File: src/rtl/count_pwm_gen_if.sv
// Bus bundle between the upstream counter, the duty source and the PWM generator.
// The generator takes the slave view; a driver or bench takes the master view.
interface count_pwm_gen_if #(
    parameter int WIDTH = 4
);
    logic             en;
    logic [WIDTH-1:0] count;
    logic [WIDTH-1:0] duty_in;
    logic             duty_load;
    logic             pwm_out;
    logic             period_start;
    logic [WIDTH-1:0] duty_active;
    logic             load_pending;

    modport master (
        output en, count, duty_in, duty_load,
        input  pwm_out, period_start, duty_active, load_pending
    );

    modport slave (
        input  en, count, duty_in, duty_load,
        output pwm_out, period_start, duty_active, load_pending
    );
endinterface

File: src/rtl/count_pwm_gen.sv
// PWM generator driven by an external free-running up counter. Duty updates
// are shadowed and only take effect when the counter wraps to zero.
module count_pwm_gen #(
    parameter int WIDTH = 4
) (
    input  logic           clk,
    input  logic           rst,
    count_pwm_gen_if.slave bus
);
    localparam logic [1:0]       ST_IDLE  = 2'd0;
    localparam logic [1:0]       ST_ARMED = 2'd1;
    localparam logic [1:0]       ST_RUN   = 2'd2;
    localparam logic [WIDTH-1:0] ZERO     = {WIDTH{1'b0}};
    localparam logic [WIDTH-1:0] ONES     = {WIDTH{1'b1}};

    logic [1:0]       state_q,        state_d;
    logic [WIDTH-1:0] count_prev_q;
    logic [WIDTH-1:0] duty_shadow_q,  duty_shadow_d;
    logic [WIDTH-1:0] duty_active_q,  duty_active_d;
    logic             load_pending_q, load_pending_d;
    logic             pwm_q,          pwm_d;
    logic             period_start_q, period_start_d;
    logic             wrap_s;
    logic             live_s;

    // Wrap detection, shadow/apply bookkeeping and next-state/output decode
    always_comb begin
        wrap_s         = (bus.count == ZERO) && (count_prev_q != ZERO);
        live_s         = bus.en && (state_q != ST_IDLE);
        state_d        = state_q;
        duty_shadow_d  = duty_shadow_q;
        duty_active_d  = duty_active_q;
        load_pending_d = load_pending_q;
        pwm_d          = 1'b0;
        period_start_d = 1'b0;

        if (bus.duty_load) begin
            duty_shadow_d  = bus.duty_in;
            load_pending_d = 1'b1;
        end else begin
            duty_shadow_d  = duty_shadow_q;
        end

        // A load coinciding with the wrap bypasses the shadow
        if (live_s && wrap_s) begin
            duty_active_d  = bus.duty_load ? bus.duty_in : duty_shadow_q;
            load_pending_d = 1'b0;
        end else begin
            duty_active_d  = duty_active_q;
        end

        case (state_q)
            ST_IDLE: begin
                if (bus.en) begin
                    state_d = ST_ARMED;
                end else begin
                    state_d = ST_IDLE;
                end
            end
            ST_ARMED: begin
                if (!bus.en) begin
                    state_d = ST_IDLE;
                end else if (wrap_s) begin
                    state_d        = ST_RUN;
                    period_start_d = 1'b1;
                    pwm_d          = (bus.count < duty_active_d);
                end else begin
                    state_d = ST_ARMED;
                end
            end
            ST_RUN: begin
                if (!bus.en) begin
                    state_d = ST_IDLE;
                end else begin
                    state_d        = ST_RUN;
                    period_start_d = wrap_s;
                    pwm_d          = (bus.count < duty_active_d);
                end
            end
            default: begin
                state_d = ST_IDLE;
            end
        endcase
    end

    // State and registered outputs
    always_ff @(posedge clk) begin
        if (rst) begin
            state_q        <= ST_IDLE;
            count_prev_q   <= ONES;
            duty_shadow_q  <= ZERO;
            duty_active_q  <= ZERO;
            load_pending_q <= 1'b0;
            pwm_q          <= 1'b0;
            period_start_q <= 1'b0;
        end else begin
            state_q        <= state_d;
            count_prev_q   <= bus.count;
            duty_shadow_q  <= duty_shadow_d;
            duty_active_q  <= duty_active_d;
            load_pending_q <= load_pending_d;
            pwm_q          <= pwm_d;
            period_start_q <= period_start_d;
        end
    end

    assign bus.pwm_out      = pwm_q;
    assign bus.period_start = period_start_q;
    assign bus.duty_active  = duty_active_q;
    assign bus.load_pending = load_pending_q;
endmodule

File: src/flat_wrapper.sv
// flat-port wrapper written by rule: the top's interface ports become plain ports
module count_pwm_gen_flat 
#(
    parameter int WIDTH = 4
)
  (clk, rst, bus_en, bus_count, bus_duty_in, bus_duty_load, bus_pwm_out, bus_period_start, bus_duty_active, bus_load_pending);
  count_pwm_gen_if #(.WIDTH(WIDTH)) bus_i ();
  input  logic clk;
  input  logic rst;
  input wire logic [$bits(bus_i.en)-1:0] bus_en;
  input wire logic [$bits(bus_i.count)-1:0] bus_count;
  input wire logic [$bits(bus_i.duty_in)-1:0] bus_duty_in;
  input wire logic [$bits(bus_i.duty_load)-1:0] bus_duty_load;
  output wire logic [$bits(bus_i.pwm_out)-1:0] bus_pwm_out;
  output wire logic [$bits(bus_i.period_start)-1:0] bus_period_start;
  output wire logic [$bits(bus_i.duty_active)-1:0] bus_duty_active;
  output wire logic [$bits(bus_i.load_pending)-1:0] bus_load_pending;
  assign bus_i.en = bus_en;
  assign bus_i.count = bus_count;
  assign bus_i.duty_in = bus_duty_in;
  assign bus_i.duty_load = bus_duty_load;
  assign bus_pwm_out = bus_i.pwm_out;
  assign bus_period_start = bus_i.period_start;
  assign bus_duty_active = bus_i.duty_active;
  assign bus_load_pending = bus_i.load_pending;
  count_pwm_gen #(.WIDTH(WIDTH)) u_core (.clk(clk), .rst(rst), .bus(bus_i));
endmodule
File: config.mk
export PLATFORM = sky130hd
export DESIGN_NAME = count_pwm_gen_flat
export DESIGN_NICKNAME = d
export VERILOG_FILES = /design/src/rtl/count_pwm_gen_if.sv /design/src/rtl/count_pwm_gen.sv /design/src/flat_wrapper.sv
export SDC_FILE = /design/constraint.sdc
export NUM_CORES = 1
export LEC_CHECK = 0
export ABC_AREA = 1
export CAP_MARGIN = 20
export CORE_UTILIZATION = 40
export DETAILED_ROUTE_END_ITERATION = 8
export GPL_TIMING_DRIVEN = 1
export HOLD_SLACK_MARGIN = 0.12
export PLACE_DENSITY = 0.67
export REMOVE_ABC_BUFFERS = 1
export SLEW_MARGIN = 10
export SYNTH_ARGS = -nofsm -noshare
export SYNTH_HDL_FRONTEND = slang
export SYNTH_SLANG_ARGS = --single-unit
export TNS_END_PERCENT = 10
File: constraint.sdc
create_clock -name clk -period 1.9 [get_ports clk]
set_input_delay 0.19 -clock clk [delete_from_list [all_inputs] [get_ports clk]]
set_output_delay 0.19 -clock clk [all_outputs]
set_load 0.05 [all_outputs]
==> results.yml, run 1 <==
timing:
  hold_viol_final: 0
  finClkSkew_ns: 0.001182
  slew_headroom_pct: 66.53
  finalCriticalPeriod_ns: 1.720
  period_share_pct: 90.55
  slew_viol_final: 0
  fin_ws_ns: 0.1795
  finalSetupViolCount: 0
  tns_ns: 0
  rsz0062_at_grt: "no"
  tightest_slew_ns: 0.5005
  max_freq_mhz: 581.2
global_route:
  grt_max_degree: 11
  grt_pass1_wl_um: 2373
  grt_overflow: 0
  antenna_found_initial: 0
  first_global_vias: 599
  grtUsageTotal_pct: 16.19
critical_path:
  cp.arrival_ns: 1.95
  path_buf_inv: 2
  crit_start: "u_core.state_q[1]"
  crit_path_cell_trace: "inv_1 > ha_1 > nor2_2 > nand3_2 > inv_2 > nand2_1 > o21ai_2 > ha_1 > nand2_1 > nand2_1 > a21oi_2"
  r2r-start: "u_core.state_q[1]"
  path_class: "reg -> reg"
  critPathCaptureType: "flop"
  crit_family: "simple AND/OR/NAND/NOR gates"
  worstPathRequired_ns: 2.13
  start_kind: "flop"
  cpMaxStageDelayCell: "dfxtp_1"
  crit_top_cell: "nand2_1"
  cp_max_fo: 6
  max_stage_delay_ns: 0.37
job:
  cap_viol_max_count: 0
final_layout:
  area_delta_synth_final_pct: 32.10
  final_nets: 139
  final_util_pct: 57.75
  final_cell_count_no_fill: 144
  multi_input_area_sq_um: 364.1
  n_fill_cell: 178
  regArea_sq_um: 341.6
  layout-drive-gt1-share_pct: 15.97
  post-route-cell-area_sq_um: 1030
  layout_commonest_cell: "nand2_1"
  diodes: 0
  mostFrequentLayoutCells: "nand2_1, clkdlybuf4s50_1, dfxtp_1"
detailed_routing:
  wire_per_inst_um: 9.840
  drt_iter0_drc: 4
  vias_per_cell: 4.438
  drc: 0
  drt-total-wl_um: 1417
  vias: 639
  dr.pass1.iters: 3
  ant_nets: 0
clock_network:
  clk_latency_ns: 0.28
  clockBufferDepth: 2
  cts_hold_buffers: 0
  clkSinkCount: 17
  htreeDepth: 1
  cts_tree: "done"
  clk_pin_slew_ns: 0.09
  cts_made_buffers: 3
  root_buffer: "clkbuf_4"
floorplan:
  die_w_um: 46.15
  coreArea_sq_um: 1783
  rows: 15
  initial_core_util_pct: 43.72
  die_area_sq_um: 2129
  die_height_um: 46.15
  io_pins: 19
power:
  vdd_ir_drop_max_uv: 490.8
  p_leak_nw: 0.4674
  power_density_nw_per_um2: 636.5
synth:
  yosys.area.top_type: "dfxtp_1"
  synthArstFlopShare_pct: 0
  synth.area.top_cells: "dfxtp_1, ha_1, nand2_1"
  synth_area_sq_um: 779.5
  ys_seq_area_share_pct: 43.66
  syn_inst: 96
  synth.distinct_cells: 22
  synth_flop_cell: "dfxtp_1"
  synth_top_cell_area_share_pct: 43.66
  yosysWarnings: 0
  yosys_register_bits: 17
  avgSynthCellArea_sq_um: 8.120
  synth_edf_count: 0
placed_design:
  hpwlAfterDp_um: 1163
  place_area_sq_um: 1002
  post-place-ws_ns: 0.05222
  io_buffers: 18
  place_congestion: 0.7887
  dp.cells: 140
min_path:
  holdCritStartpoint: "bus_count[0]"
  hold_path_class: "in -> reg"
outcome:
  status: "finished, final reports clean"
[kinds of logic (layout without fill, tap and decap cells)]
logic type / Yosys count / count (layout) / synth area share, %
AND/OR/NAND/NOR: 42 / 42 / 24.24
buffers and inverters: 19 / 42 / 9.631
flip-flops: 17 / 17 / 43.66
AO/OA/AOI/OAI: 8 / 8 / 7.384
adder cells (fa/ha/maj): 7 / 7 / 11.24
multiplexers: 3 / 3 / 3.852
[synthesized netlist by cell type (2+ instances only)]
library cell / number
mux2i_1: 3
nor2_1: 12
nand2_2: 2
a21oi_1: 2
dfxtp_1: 17
nand3_1: 3
inv_2: 3
ha_1: 7
inv_1: 14
o21ai_2: 3
nand2_1: 19
[final cells by class]
cell class / count / share of cell area [%]
multi-input combinational: 60 / 35.36
tap: 25 / 3.038
sequential: 17 / 33.17
inverter: 17 / 6.197
timing repair buffer: 21 / 19.68
clock buffer: 4 / 2.552
[tightest hold or removal path, stage by stage]
cell	delay [ns]
clkdlybuf4s50_1	0.41
inv_2	0.08
nand2_1	0.06
[sequential cells by signal, indices dropped and copies added (netlist names)]
signal / count
u_core.state_q: 2
u_core.bus.pwm_out: 1
u_core.bus.load_pending: 1
u_core.count_prev_q: 4
u_core.bus.period_start: 1
u_core.bus.duty_active: 4
u_core.duty_shadow_q: 4
[metrics by stage]
step | total power, mW | hold slack [ns]
global placement | 0.4730 | 0.4821
finish | 0.6554 | 0.4992
CTS | 0.6634 | 0.4976
global route | 0.6927 | 0.4896
floorplan | 0.4278 | 0.2615
detailed placement | 0.4741 | 0.4925
[path summary, 6_finish.rpt]
path	to	slack, ns	cells past startpoint
max	u_core.bus.pwm_out	0.18	11
min	u_core.count_prev_q[0]	0.50	3
max reg2reg	u_core.bus.pwm_out	0.18	11
min reg2reg	u_core.duty_shadow_q[1]	0.51	2
[layer usage]
layer  global-route usage (%)  up-vias  wire length [um]
li1                         -      344                 -
met1                    18.81      281               693
met2                    26.48       10               670
met3                    4.706        4                31
met4                    8.824        0                22
met5                        0        -                 0
[timing repair]
action,4_1_cts,5_1_grt
gates resized for setup,0,1
setup buffers,0,0
setup endpoints to repair,0,1
[power by group]
part	switching (mW)	internal [mW]	leakage, nW
Clock	0.108	0.0815	0.0150
Combinational	0.0473	0.0441	0.312
Sequential	0.00479	0.370	0.140
Total	0.160	0.495	0.467
No activity file was read; power rests on OpenSTA's default activity.
==> inputs of run 2 (changes only) <==
- CTS_CLUSTER_SIZE: default -> 8
- MAX_ROUTING_LAYER: default -> met4
==> run 2 against run 1 <==
Compared with the run above: largest cell class unchanged; clock skew hardly changed; sequential share of layout area stayed put; power hardly changed.
==> results.yml, run 2 (synthesis results as in run 1) <==
clock_network:
  clk_pin_slew_ns: 0.09
  root_buffer: "clkbuf_4"
  cts_tree: "done"
  clockBufferDepth: 2
  clk_latency_ns: 0.28
  post_cts_buffers: 0
  clkSinkCount: 17
  cts_made_buffers: 3
  htreeDepth: 1
power:
  p_leak_nw: 0.4674
  power_density_nw_per_um2: 636.1
  vdd_ir_drop_max_uv: 491.3
critical_path:
  cpMaxStageDelayCell: "dfxtp_1"
  worstPathRequired_ns: 2.13
  crit_path_cell_trace: "inv_1 > ha_1 > nor2_2 > nand3_2 > inv_2 > nand2_1 > o21ai_2 > ha_1 > nand2_1 > nand2_1 > a21oi_2"
  max_stage_delay_ns: 0.37
  crit_top_cell: "nand2_1"
  cp_max_fo: 6
  path_class: "reg -> reg"
  critPathCaptureType: "flop"
  start_kind: "flop"
  cp.arrival_ns: 1.95
floorplan:
  die_area_sq_um: 2129
  die_height_um: 46.15
  die_w_um: 46.15
  initial_core_util_pct: 43.72
  rows: 15
  coreArea_sq_um: 1783
  io_pins: 19
timing:
  tightest_slew_ns: 0.5005
  finalCriticalPeriod_ns: 1.721
  holdWs_ns: 0.5003
  slew_headroom_pct: 66.53
  slew_viol_final: 0
  period_share_pct: 90.57
  rsz0062_at_grt: "no"
  hold_viol_final: 0
  tns_ns: 0
  finalSetupViolCount: 0
  finClkSkew_ns: 0.001313
  max_freq_mhz: 581.1
detailed_routing:
  drt-total-wl_um: 1425
  wire_per_inst_um: 9.896
  drt_iter0_drc: 4
  ant_nets: 0
  vias_per_cell: 4.417
  drc: 0
  vias: 636
  dr.pass1.iters: 3
final_layout:
  mostFrequentLayoutCells: "nand2_1, clkdlybuf4s50_1, dfxtp_1"
  regArea_sq_um: 341.6
  diodes: 0
  n_fill_cell: 178
  layout-drive-gt1-share_pct: 15.97
  final_nets: 139
  multi_input_area_sq_um: 364.1
  area_delta_synth_final_pct: 32.10
  layout_commonest_cell: "nand2_1"
global_route:
  grt_max_degree: 11
  first_global_vias: 602
  grt_overflow: 0
  grt_pass1_wl_um: 2359
  antenna_found_initial: 0
  grtUsageTotal_pct: 16.42
outcome:
  status: "finished, final reports clean"
min_path:
  hold_path_class: "in -> reg"
placed_design:
  place_congestion: 0.7998
  hpwlAfterDp_um: 1163
  io_buffers: 18
job:
  cap_viol_max_count: 0
## run 2: timing repair
| action | 4_1_cts | 5_1_grt |
|---|---|---|
| hold buffers | 0 | 0 |
| resized for setup | 0 | 1 |
| hold endpoints to repair | 0 | 0 |
| setup endpoints to repair | 0 | 1 |
## run 2: critical path, delay by kind of cell, from the launching register on
| kind | cells | cell delay (ns) |
|---|---|---|
| DFF | 1 | 0.37 |
| buffers and inverters | 2 | 0.19 |
| AOI/OAI and AO/OA | 2 | 0.19 |
| and+or+nand+nor | 5 | 0.46 |
| adders and majority gates | 2 | 0.45 |
## run 2: worst paths after layout
check | from | cells after the start | slack [ns] | end
max | u_core.state_q[1] | 11 | 0.18 | u_core.bus.pwm_out
min | bus_count[0] | 3 | 0.50 | u_core.count_prev_q[0]
max reg2reg | u_core.state_q[1] | 11 | 0.18 | u_core.bus.pwm_out
min reg2reg | u_core.duty_shadow_q[1] | 2 | 0.51 | u_core.duty_shadow_q[1]
## run 2: where the power goes
part | switching (mW) | internal [mW]
combinational | 0.0473 | 0.0441
clock | 0.108 | 0.0815
sequential | 0.00479 | 0.370
## run 2: final cells by class
type                       count  share of cell area, %
clock buffer                   4                  2.552
inverter                      17                  6.197
multi-input combinational     60                  35.36
sequential                    17                  33.17
tap                           25                  3.038
timing repair buffer          21                  19.68
## run 2: routing by layer
layer,global-route usage (%),up-vias,wire (um)
met4,8.824,0,12
li1,-,344,-
met1,18.81,280,693
met3,3.529,2,38
met5,-,-,0
met2,26.48,10,680
## run 2: metrics by stage
| step | cells | power, mW | util [%] | setup slack, ns | cell area, sq um |
|---|---|---|---|---|---|
| floorplan | 94 | 0.4278 | - | 0.2805 | 768.2 |
| global placement | 140 | 0.4730 | 56.21 | 0.08751 | 1002 |
| detailed placement | 140 | 0.4741 | 56.21 | 0.05222 | 1002 |
| CTS | 144 | 0.6634 | 57.68 | 0.1254 | 1028 |
| global route | 144 | 0.6900 | 57.75 | 0.02988 | 1030 |
| finish | 144 | 0.6550 | 57.75 | 0.1792 | 1030 |
